**src/rtl/demux_rr_sequencer_pkg.sv**
```systemverilog
// Shared types and constants for the round-robin enable sequencer.
package demux_rr_sequencer_pkg;

  localparam int unsigned NUM_REQ = 4;
  localparam int unsigned IDX_W   = 2;

  typedef enum logic [1:0] {
    ST_IDLE  = 2'd0,
    ST_GRANT = 2'd1,
    ST_GAP   = 2'd2
  } state_t;

  // Registered grant payload that drives the demux select/enable pair.
  typedef struct packed {
    logic [IDX_W-1:0] sel;
    logic             e;
  } grant_t;

  function automatic int unsigned max_u(input int unsigned a, input int unsigned b);
    return (a > b) ? a : b;
  endfunction

endpackage

```
**src/rtl/demux_rr_sequencer_if.sv**
```systemverilog
// Request/grant bundle between the request sources and the sequencer.
interface demux_rr_sequencer_if;
  import demux_rr_sequencer_pkg::*;

  logic               En;
  logic [NUM_REQ-1:0] Req;
  logic [IDX_W-1:0]   Sel;
  logic               E;
  logic               Out1;
  logic               Out2;
  logic               Out3;
  logic               Out4;
  logic               Busy;

  modport master (
    output En, Req,
    input  Sel, E, Out1, Out2, Out3, Out4, Busy
  );

  modport slave (
    input  En, Req,
    output Sel, E, Out1, Out2, Out3, Out4, Busy
  );

endinterface

```
**src/rtl/demux_1x4.sv**
```systemverilog
// 1-to-4 enable demultiplexer: exactly one output follows E, chosen by Sel.
module demux_1x4 (
  input  logic [1:0] Sel,
  input  logic       E,
  output logic       Out1,
  output logic       Out2,
  output logic       Out3,
  output logic       Out4
);

  assign Out1 = E && (Sel == 2'd0);
  assign Out2 = E && (Sel == 2'd1);
  assign Out3 = E && (Sel == 2'd2);
  assign Out4 = E && (Sel == 2'd3);

endmodule

```
**src/rtl/demux_rr_sequencer_rr_pick_4.sv**
```systemverilog
// Combinational round-robin pick: first asserted request scanning from Ptr upward with wrap.
module rr_pick_4
  import demux_rr_sequencer_pkg::*;
(
  input  logic [NUM_REQ-1:0] Req,
  input  logic [IDX_W-1:0]   Ptr,
  output logic               Valid,
  output logic [IDX_W-1:0]   Idx
);

  // Scan from the farthest offset down so the nearest hit to Ptr wins.
  always_comb begin
    Valid = 1'b0;
    Idx   = Ptr;
    for (int i = int'(NUM_REQ) - 1; i >= 0; i--) begin
      if (Req[IDX_W'(Ptr + IDX_W'(i))]) begin
        Valid = 1'b1;
        Idx   = IDX_W'(Ptr + IDX_W'(i));
      end
    end
  end

endmodule

```
**src/rtl/demux_rr_sequencer.sv**
```systemverilog
// Round-robin sequencer sharing one enable line among four requesters through a demux_1x4.
module demux_rr_sequencer
  import demux_rr_sequencer_pkg::*;
#(
  parameter int unsigned HOLD_CYCLES = 4,
  parameter int unsigned GAP_CYCLES  = 1
) (
  input  logic                 Clk,
  input  logic                 Reset,
  demux_rr_sequencer_if.slave  bus
);

  localparam int unsigned CNT_MAX = max_u(HOLD_CYCLES, GAP_CYCLES);
  localparam int unsigned CNT_W   = $clog2(CNT_MAX + 1);
  localparam logic [CNT_W-1:0] HOLD_LAST = CNT_W'(HOLD_CYCLES);
  localparam logic [CNT_W-1:0] GAP_LAST  = CNT_W'(GAP_CYCLES);
  localparam logic [CNT_W-1:0] CNT_ONE   = CNT_W'(1);

  state_t           state_q, state_d;
  grant_t           grant_q, grant_d;
  logic [IDX_W-1:0] ptr_q, ptr_d;
  logic [CNT_W-1:0] cnt_q, cnt_d;
  logic             busy_q;
  logic             pick_valid;
  logic [IDX_W-1:0] pick_idx;
  logic             grant_end;

  rr_pick_4 u_pick (
    .Req   (bus.Req),
    .Ptr   (ptr_q),
    .Valid (pick_valid),
    .Idx   (pick_idx)
  );

  // Any one of these closes the current grant; they all share a single exit path.
  assign grant_end = !bus.Req[grant_q.sel] || (cnt_q == HOLD_LAST) || !bus.En;

  // State, grant, pointer and counter registers; reset overrides everything.
  always_ff @(posedge Clk) begin
    if (Reset) begin
      state_q <= ST_IDLE;
      grant_q <= '0;
      ptr_q   <= '0;
      cnt_q   <= '0;
      busy_q  <= 1'b0;
    end else begin
      state_q <= state_d;
      grant_q <= grant_d;
      ptr_q   <= ptr_d;
      cnt_q   <= cnt_d;
      busy_q  <= (state_d != ST_IDLE);
    end
  end

  // Next-state logic: arbitrate from IDLE or at the end of the gap, time-box each grant.
  always_comb begin
    state_d   = state_q;
    grant_d   = grant_q;
    grant_d.e = 1'b0;
    ptr_d     = ptr_q;
    cnt_d     = cnt_q;
    case (state_q)
      ST_IDLE: begin
        if (bus.En && pick_valid) begin
          state_d     = ST_GRANT;
          grant_d.sel = pick_idx;
          grant_d.e   = 1'b1;
          cnt_d       = CNT_ONE;
        end
      end
      ST_GRANT: begin
        if (grant_end) begin
          state_d = ST_GAP;
          ptr_d   = IDX_W'(grant_q.sel + IDX_W'(1));
          cnt_d   = CNT_ONE;
        end else begin
          grant_d.e = 1'b1;
          cnt_d     = CNT_W'(cnt_q + CNT_ONE);
        end
      end
      ST_GAP: begin
        if (cnt_q == GAP_LAST) begin
          if (bus.En && pick_valid) begin
            state_d     = ST_GRANT;
            grant_d.sel = pick_idx;
            grant_d.e   = 1'b1;
            cnt_d       = CNT_ONE;
          end else begin
            state_d = ST_IDLE;
            cnt_d   = '0;
          end
        end else begin
          cnt_d = CNT_W'(cnt_q + CNT_ONE);
        end
      end
      default: begin
        state_d = ST_IDLE;
        cnt_d   = '0;
      end
    endcase
  end

  assign bus.Sel  = grant_q.sel;
  assign bus.E    = grant_q.e;
  assign bus.Busy = busy_q;

  demux_1x4 u_demux (
    .Sel  (grant_q.sel),
    .E    (grant_q.e),
    .Out1 (bus.Out1),
    .Out2 (bus.Out2),
    .Out3 (bus.Out3),
    .Out4 (bus.Out4)
  );

endmodule
```
**src/flat_wrapper.sv**
```systemverilog
// flat-port wrapper written by rule: the top's interface ports become plain ports
module demux_rr_sequencer_flat import demux_rr_sequencer_pkg::*;
#(
  parameter int unsigned HOLD_CYCLES = 4,
  parameter int unsigned GAP_CYCLES  = 1
)
  (Clk, Reset, bus_En, bus_Req, bus_Sel, bus_E, bus_Out1, bus_Out2, bus_Out3, bus_Out4, bus_Busy);
  demux_rr_sequencer_if bus_i ();
  input  logic Clk;
  input  logic Reset;
  input wire logic [$bits(bus_i.En)-1:0] bus_En;
  input wire logic [$bits(bus_i.Req)-1:0] bus_Req;
  output wire logic [$bits(bus_i.Sel)-1:0] bus_Sel;
  output wire logic [$bits(bus_i.E)-1:0] bus_E;
  output wire logic [$bits(bus_i.Out1)-1:0] bus_Out1;
  output wire logic [$bits(bus_i.Out2)-1:0] bus_Out2;
  output wire logic [$bits(bus_i.Out3)-1:0] bus_Out3;
  output wire logic [$bits(bus_i.Out4)-1:0] bus_Out4;
  output wire logic [$bits(bus_i.Busy)-1:0] bus_Busy;
  assign bus_i.En = bus_En;
  assign bus_i.Req = bus_Req;
  assign bus_Sel = bus_i.Sel;
  assign bus_E = bus_i.E;
  assign bus_Out1 = bus_i.Out1;
  assign bus_Out2 = bus_i.Out2;
  assign bus_Out3 = bus_i.Out3;
  assign bus_Out4 = bus_i.Out4;
  assign bus_Busy = bus_i.Busy;
  demux_rr_sequencer #(.HOLD_CYCLES(HOLD_CYCLES), .GAP_CYCLES(GAP_CYCLES)) u_core (.Clk(Clk), .Reset(Reset), .bus(bus_i));
endmodule
```
**config.mk**
```make
export PLATFORM = sky130hd
export DESIGN_NAME = demux_rr_sequencer_flat
export DESIGN_NICKNAME = d
export VERILOG_FILES = /design/src/rtl/demux_rr_sequencer_pkg.sv /design/src/rtl/demux_rr_sequencer_if.sv /design/src/rtl/demux_1x4.sv /design/src/rtl/demux_rr_sequencer_rr_pick_4.sv /design/src/rtl/demux_rr_sequencer.sv /design/src/flat_wrapper.sv
export SDC_FILE = /design/constraint.sdc
export NUM_CORES = 1
export LEC_CHECK = 0
export CORE_UTILIZATION = 37
export CTS_BUF_LIST = sky130_fd_sc_hd__clkbuf_8
export DETAILED_ROUTE_END_ITERATION = 10
export HOLD_SLACK_MARGIN = 0.05
export PLACE_DENSITY = 0.58
export RECOVER_POWER = 50
export SLEW_MARGIN = 10
export SYNTH_ARGS = -nofsm -noshare
export SYNTH_HDL_FRONTEND = slang
export SYNTH_SLANG_ARGS = --single-unit
```
**constraint.sdc**
```tcl
create_clock -name Clk -period 3.2 [get_ports Clk]
set_input_delay 0.64 -clock Clk [delete_from_list [all_inputs] [get_ports Clk]]
set_output_delay 0.64 -clock Clk [all_outputs]
set_load 0.02 [all_outputs]
```
==> results of run 1 <==
## path summary, 6_finish.rpt
path	end	start	cells past startpoint	slack, ns
setup / recovery	bus_Out3	u_core.bus.Sel[0]	4	0.85
hold / removal	u_core.ptr_q[0]	u_core.ptr_q[0]	2	0.53
setup reg to reg	u_core.cnt_q[2]	u_core.bus.Sel[0]	4	1.39
hold reg to reg	u_core.ptr_q[0]	u_core.ptr_q[0]	2	0.53
## where the power goes
part           internal, mW  total, mW  switching, mW
combinational        0.0434     0.0917         0.0484
sequential            0.147      0.162         0.0149
clock                0.0846      0.141         0.0562
total                 0.275      0.395          0.119
## registers in the layout, summed over array words and instances (netlist names)
signal           count
u_core.bus.Busy      1
u_core.ptr_q         2
u_core.bus.E         1
u_core.cnt_q         3
u_core.bus.Sel       2
u_core.state_q       2
## cell type report
cell class                      count  area (µm²)
Inverter                            7        26.3
Tap cell                           27        33.8
Fill cell                         203         998
Sequential cell                    11         220
Clock buffer                        3        41.3
Multi-Input combinational cell     69         478
Timing Repair Buffer               14         140
Clock inverter                      1        3.75
## layer usage
| metal | GRT usage | routed length, µm |
|---|---|---|
| met1 | 0.241 | 889 |
| met2 | 0.222 | 645 |
| met3 | 0.0566 | 55 |
| met4 | 0.0857 | 19 |
| met5 | 0 | 0 |
## stage by stage
stage	cell area [µm²]	total power, mW	hold WS, ns	instances	util
after floorplan	763	0.228	0.479	91	-
after global placement	903	0.259	0.526	128	0.465
after detailed placement	903	0.260	0.518	128	0.465
after CTS	948	0.401	0.527	132	0.488
after global routing	943	0.418	0.575	132	0.486
final	943	0.395	0.532	132	0.486
## critical path, stage by stage, from the launching register on
cell and delay [ns]:
dfxtp_1 0.47, inv_1 0.13, ha_1 0.21, and2_1 0.14, clkdlybuf4s50_1 0.52
## placed cells by master (no fill, tap or decap)
| cell | instances |
|---|---|
| a21oi_1 | 11 |
| dfxtp_1 | 11 |
| clkdlybuf4s50_1 | 9 |
| inv_1 | 8 |
| nor2_1 | 8 |
| ha_1 | 7 |
| nand2_1 | 5 |
| dlygate4sd3_1 | 5 |
| and2_1 | 4 |
| nor2b_1 | 4 |
| nor3_1 | 4 |
| o21ai_0 | 3 |
| clkbuf_8 | 3 |
| nand2b_1 | 2 |
| and2b_2 | 2 |
| a311oi_1 | 2 |
| o41ai_1 | 1 |
| a21o_1 | 1 |
| mux4_2 | 1 |
| or2b_2 | 1 |
| a31oi_1 | 1 |
| and3_1 | 1 |
| a211oi_1 | 1 |
| a211o_2 | 1 |
| o2111ai_1 | 1 |
| o41a_2 | 1 |
| a32oi_1 | 1 |
| o22ai_1 | 1 |
| a221o_1 | 1 |
| or4_2 | 1 |
| o2bb2ai_1 | 1 |
| or4_1 | 1 |
| o21ai_1 | 1 |
## kinds of logic after synthesis
family	Yosys count	share of synthesized area
muxes	1	0.0295
buffers and inverters	11	0.0787
DFF	11	0.289
AOI/OAI and AO/OA	28	0.246
adders and majority gates	7	0.115
and+or+nand+nor	33	0.243
==> flow_metrics.py, run 1 <==
metrics = {
    "routing": {
        "viasPerCell": 5.03,
        "ant_nets": 0,
        "routedWlPerCell_um": 12.2,
        "dr.pass1.iters": 4,
        "drc": 0,
        "dr.first_iter.drc_count": 4,
        "drt-total-wl_um": 1610,
        "vias": 664,
    },
    "logic_synthesis": {
        "ys.flop_type": "dfxtp_1",
        "netlist_instances": 91,
        "synth.top_cell.area_share": 0.289,
        "ys_async_sr_fraction": 0,
        "synth_top_cells_by_count": "11 x a21oi_1, 11 x dfxtp_1, 8 x nor2_1",
        "synth.area.top_cells": "dfxtp_1 29%, ha_1 11%, a21oi_1 7.2%",
        "yosysUniqueCellTypes": 32,
        "synth-seq-area-share": 0.289,
        "synth_top_cell_by_area": "dfxtp_1",
        "synth_area_um2": 763,
        "syn_nets": 105,
        "synth_area_per_cell_um2": 8.39,
        "yosysWarnings": 0,
        "synth-edff-count": 0,
        "ys_seq_elements": 11,
    },
    "power": {
        "p_per_area_nw_per_um2": 418,
        "leakagePower_nw": 0.367,
        "peakVddDrop_mv": 0.333,
    },
    "clock_network": {
        "cts-root-buf": "clkbuf_8",
        "clock_path_buffers": 2,
        "cts_made_buffers": 3,
        "clkTransAtPathRegs_ns": 0.05,
        "cts_tree": "built",
        "post-cts-setup-buffer-count": 0,
        "clock_sinks": 11,
        "ctsResizeCount": 0,
        "cts-hold-fix-buffers": 0,
        "clkLatencyLatePin_ns": 0.24,
        "h-tree-depth": 1,
    },
    "setup_path": {
        "worstPathMaxFanout": 6,
        "worst_setup_path_start_kind": "register",
        "crit_type": "register to output pin",
        "worstPathRequired_ns": 2.56,
        "worstPathArrival_ns": 1.71,
        "cp-end-kind": "output pin",
    },
    "place": {
        "dpl.hpwl_um": 1230,
        "gp_congestion": 0.794,
        "port_buffers": 14,
        "place_ws_ns": 0.751,
    },
    "die": {
        "dieWidth_um": 47.4,
        "die_height_um": 47.4,
        "die-area_um2": 2250,
        "start_util": 0.393,
        "rows": 16,
        "num_io_pins": 15,
        "fp.coreArea_um2": 1940,
    },
    "cells_and_area": {
        "area_delta_synth_final_pct": 23.6,
        "nets": 120,
        "n_antenna_cell": 0,
        "layout-drive-gt1-share": 0.0952,
    },
    "sta": {
        "rsz0062_at_grt": "no",
        "setup_ws_ns": 0.851,
        "finalCritPeriodShare": 0.734,
        "max_freq_ghz": 0.426,
        "max_slew_margin": 0.593,
        "tightest_slew_ns": 0.607,
        "hold_violations": 0,
        "setup_viol": 0,
        "post-route-min-period_ns": 2.35,
        "final.setup.tns_ns": 0,
        "slew_viol_final": 0,
        "skew_ns": 0.00181,
    },
    "grt": {
        "grt_pass1_wl_um": 2520,
        "grt_antenna_before_repair": 0,
        "grt_pass1_vias": 553,
        "grt_max_degree": 12,
        "grt.overflow.total": 0,
        "grt_use_total": 0.168,
    },
    "flow_run": {
        "cap_violations": 0,
    },
    "min_path": {
        "min_path_type": "register to register",
    },
    "status": {
        "outcome": "completed",
    },
}
Power figures use the tool's default switching activity.
==> run 2: changes to the inputs <==
--- a/config.mk
+++ b/config.mk
@@ -9,7 +9,7 @@
 export CTS_BUF_LIST = sky130_fd_sc_hd__clkbuf_8
 export DETAILED_ROUTE_END_ITERATION = 10
 export HOLD_SLACK_MARGIN = 0.05
-export PLACE_DENSITY = 0.58
+export PLACE_DENSITY = 0.61
 export RECOVER_POWER = 50
 export SLEW_MARGIN = 10
 export SYNTH_ARGS = -nofsm -noshare
==> constraint.sdc (replaced) <==
create_clock -name Clk -period 2.1 [get_ports Clk]
set_input_delay 0.42 -clock Clk [delete_from_list [all_inputs] [get_ports Clk]]
set_output_delay 0.42 -clock Clk [all_outputs]
set_load 0.02 [all_outputs]
==> run 2 against run 1 <==
Clock skew up 0.0027 ns. Largest cell class unchanged. Critical path depth stayed put. Register-to-register slack worse by 1.1 ns.
==> flow_metrics.py, run 2 (synthesis results as in run 1) <==
metrics = {
    "grt": {
        "grt_use_total": 0.174,
        "grt_pass1_vias": 608,
        "top_usage_layer": "met2",
        "grt_antenna_before_repair": 0,
        "grt_pass1_wl_um": 2650,
        "grt_util_met2": 0.247,
        "grt_max_degree": 12,
        "grt.met1_usage": 0.231,
        "grt.overflow.total": 0,
        "grt_use_met3": 0.0566,
    },
    "clock_network": {
        "post-cts-setup-buffer-count": 0,
        "clkLatencyLatePin_ns": 0.24,
        "clock_sinks": 11,
        "h-tree-depth": 1,
        "clkTransAtPathRegs_ns": 0.05,
        "cts-root-buf": "clkbuf_8",
        "cts_tree": "built",
        "clock_path_buffers": 2,
        "cts_made_buffers": 3,
    },
    "flow_run": {
        "cap_violations": 0,
    },
    "cells_and_area": {
        "fin_util": 0.514,
        "fillers": 197,
        "layout.cells.non_filler": 139,
        "layout-drive-gt1-share": 0.170,
        "n_antenna_cell": 0,
        "nets": 127,
        "fin_area_um2": 998,
        "largest_register_ffs": 3,
        "final_cell_mix": "11 x a21oi_1, 10 x clkdlybuf4s50_1, 9 x dfxtp_1, 8 x inv_1, 8 x nor2_1",
        "multi_input_area_um2": 478,
        "area_delta_synth_final_pct": 30.8,
        "layout_commonest_cell": "a21oi_1",
        "largest-register": "u_core.cnt_q",
        "seqCellArea_um2": 223,
    },
    "die": {
        "num_io_pins": 15,
        "die-area_um2": 2250,
        "die_height_um": 47.4,
        "fp.coreArea_um2": 1940,
        "start_util": 0.393,
        "dieWidth_um": 47.4,
        "rows": 16,
    },
    "sta": {
        "finalCritPeriodShare": 0.955,
        "post-route-min-period_ns": 2.00,
        "rsz0062_at_grt": "no",
        "skew_ns": 0.00455,
        "slew_viol_final": 0,
        "tightest_slew_ns": 0.681,
        "hold_violations": 0,
        "setup_viol": 0,
        "setup_ws_ns": 0.0951,
        "max_slew_margin": 0.543,
        "max_freq_ghz": 0.499,
    },
    "setup_path": {
        "worstPathRequired_ns": 1.68,
        "worst_setup_path_start_kind": "register",
        "worstPathArrival_ns": 1.58,
        "crit_type": "register to output pin",
        "cp-end-kind": "output pin",
        "worstPathMaxFanout": 6,
    },
    "routing": {
        "dr.first_iter.drc_count": 25,
        "routedWlPerCell_um": 12.4,
        "drc": 0,
        "dr.pass1.iters": 4,
        "vias": 719,
        "drt-total-wl_um": 1730,
        "viasPerCell": 5.17,
        "ant_nets": 0,
    },
    "place": {
        "dp.cells": 135,
        "dpl.hpwl_um": 1310,
        "port_buffers": 14,
        "gp_congestion": 0.806,
        "postPlaceCellArea_um2": 956,
        "place_ws_ns": -0.0762,
    },
    "status": {
        "outcome": "completed",
    },
    "power": {
        "p_per_area_nw_per_um2": 612,
        "leakagePower_nw": 0.401,
        "peakVddDrop_mv": 0.386,
    },
    "min_path": {
        "min_path_type": "register to register",
    },
}
==> run 2: cell count changes in the layout (fill, tap and decap cells not counted), sizes merged <==
cell           previous run  this run
dlygate4sd3               5         4
clkdlybuf4s50             9        10
buf                       0         7
==> run 2: critical path, stage by stage, from the launching register on <==
cell and delay, ns:
dfxtp_2 0.39, inv_1 0.09, ha_1 0.19, and2_1 0.14, clkdlybuf4s50_1 0.53
==> run 2: what timing repair did <==
item,4_1_cts,5_1_grt
hold buffers,0,0
setup endpoints to repair,2,2
endpoints found under the hold margin,0,0
pin swaps,0,0
resized for setup,1,1
==> run 2: layer usage <==
metal / routed length (µm) / up-vias
li1: - / 366
met5: 0 / -
met1: 854 / 323
met2: 712 / 26
met3: 128 / 4
met4: 33 / 0
==> run 2: area by class of cell <==
type,instances,area share
Clock buffer,3,0.0414
Sequential cell,11,0.223
Multi-Input combinational cell,69,0.479
Inverter,7,0.0263
Tap cell,27,0.0338
Clock inverter,1,0.00376
Timing Repair Buffer,21,0.193
==> run 2: worst paths after layout <==
kind                                        start           endpoint  slack, ns  depth (start not counted)
worst min register to register    u_core.ptr_q[0]    u_core.ptr_q[0]       0.52                          2
worst min-delay path              u_core.ptr_q[0]    u_core.ptr_q[0]       0.52                          2
worst max-delay path            u_core.bus.Sel[0]           bus_Out3        0.1                          4
worst max register to register    u_core.cnt_q[0]  u_core.bus.Sel[0]       0.32                          5
==> run 2: per-stage QoR <==
stage / TNS (ns) / hold slack (ns) / total power [mW]
6_report: 0 / 0.516 / 0.611
5_1_grt: 0 / 0.556 / 0.642
4_1_cts: 0 / 0.519 / 0.620
3_5_place_dp: -0.164 / 0.512 / 0.406
3_3_place_gp: -0.0909 / 0.515 / 0.404
2_1_floorplan: 0 / 0.479 / 0.347
==> run 2: power by group <==
group	leakage [nW]	internal (mW)	switching (mW)
clock network	0.0269	0.129	0.0838
registers	0.0911	0.225	0.0228
logic	0.283	0.0752	0.0755
total	0.401	0.429	0.182
==> run 3: changes to the inputs <==
--- a/config.mk
+++ b/config.mk
@@ -5,10 +5,13 @@
 export SDC_FILE = /design/constraint.sdc
 export NUM_CORES = 1
 export LEC_CHECK = 0
+export CAP_MARGIN = 40
 export CORE_UTILIZATION = 37
 export CTS_BUF_LIST = sky130_fd_sc_hd__clkbuf_8
+export CTS_CLUSTER_DIAMETER = 200
 export DETAILED_ROUTE_END_ITERATION = 10
 export HOLD_SLACK_MARGIN = 0.05
+export MAX_ROUTING_LAYER = met4
 export PLACE_DENSITY = 0.61
 export RECOVER_POWER = 50
 export SLEW_MARGIN = 10
==> results of run 3 <==
The final DEF is identical to that of run 2; final timing and power are the same.
Main changes from that run: final weighted congestion in routability-driven placement 0.806 -> 0.817; overall routing resource usage 0.174 -> 0.179
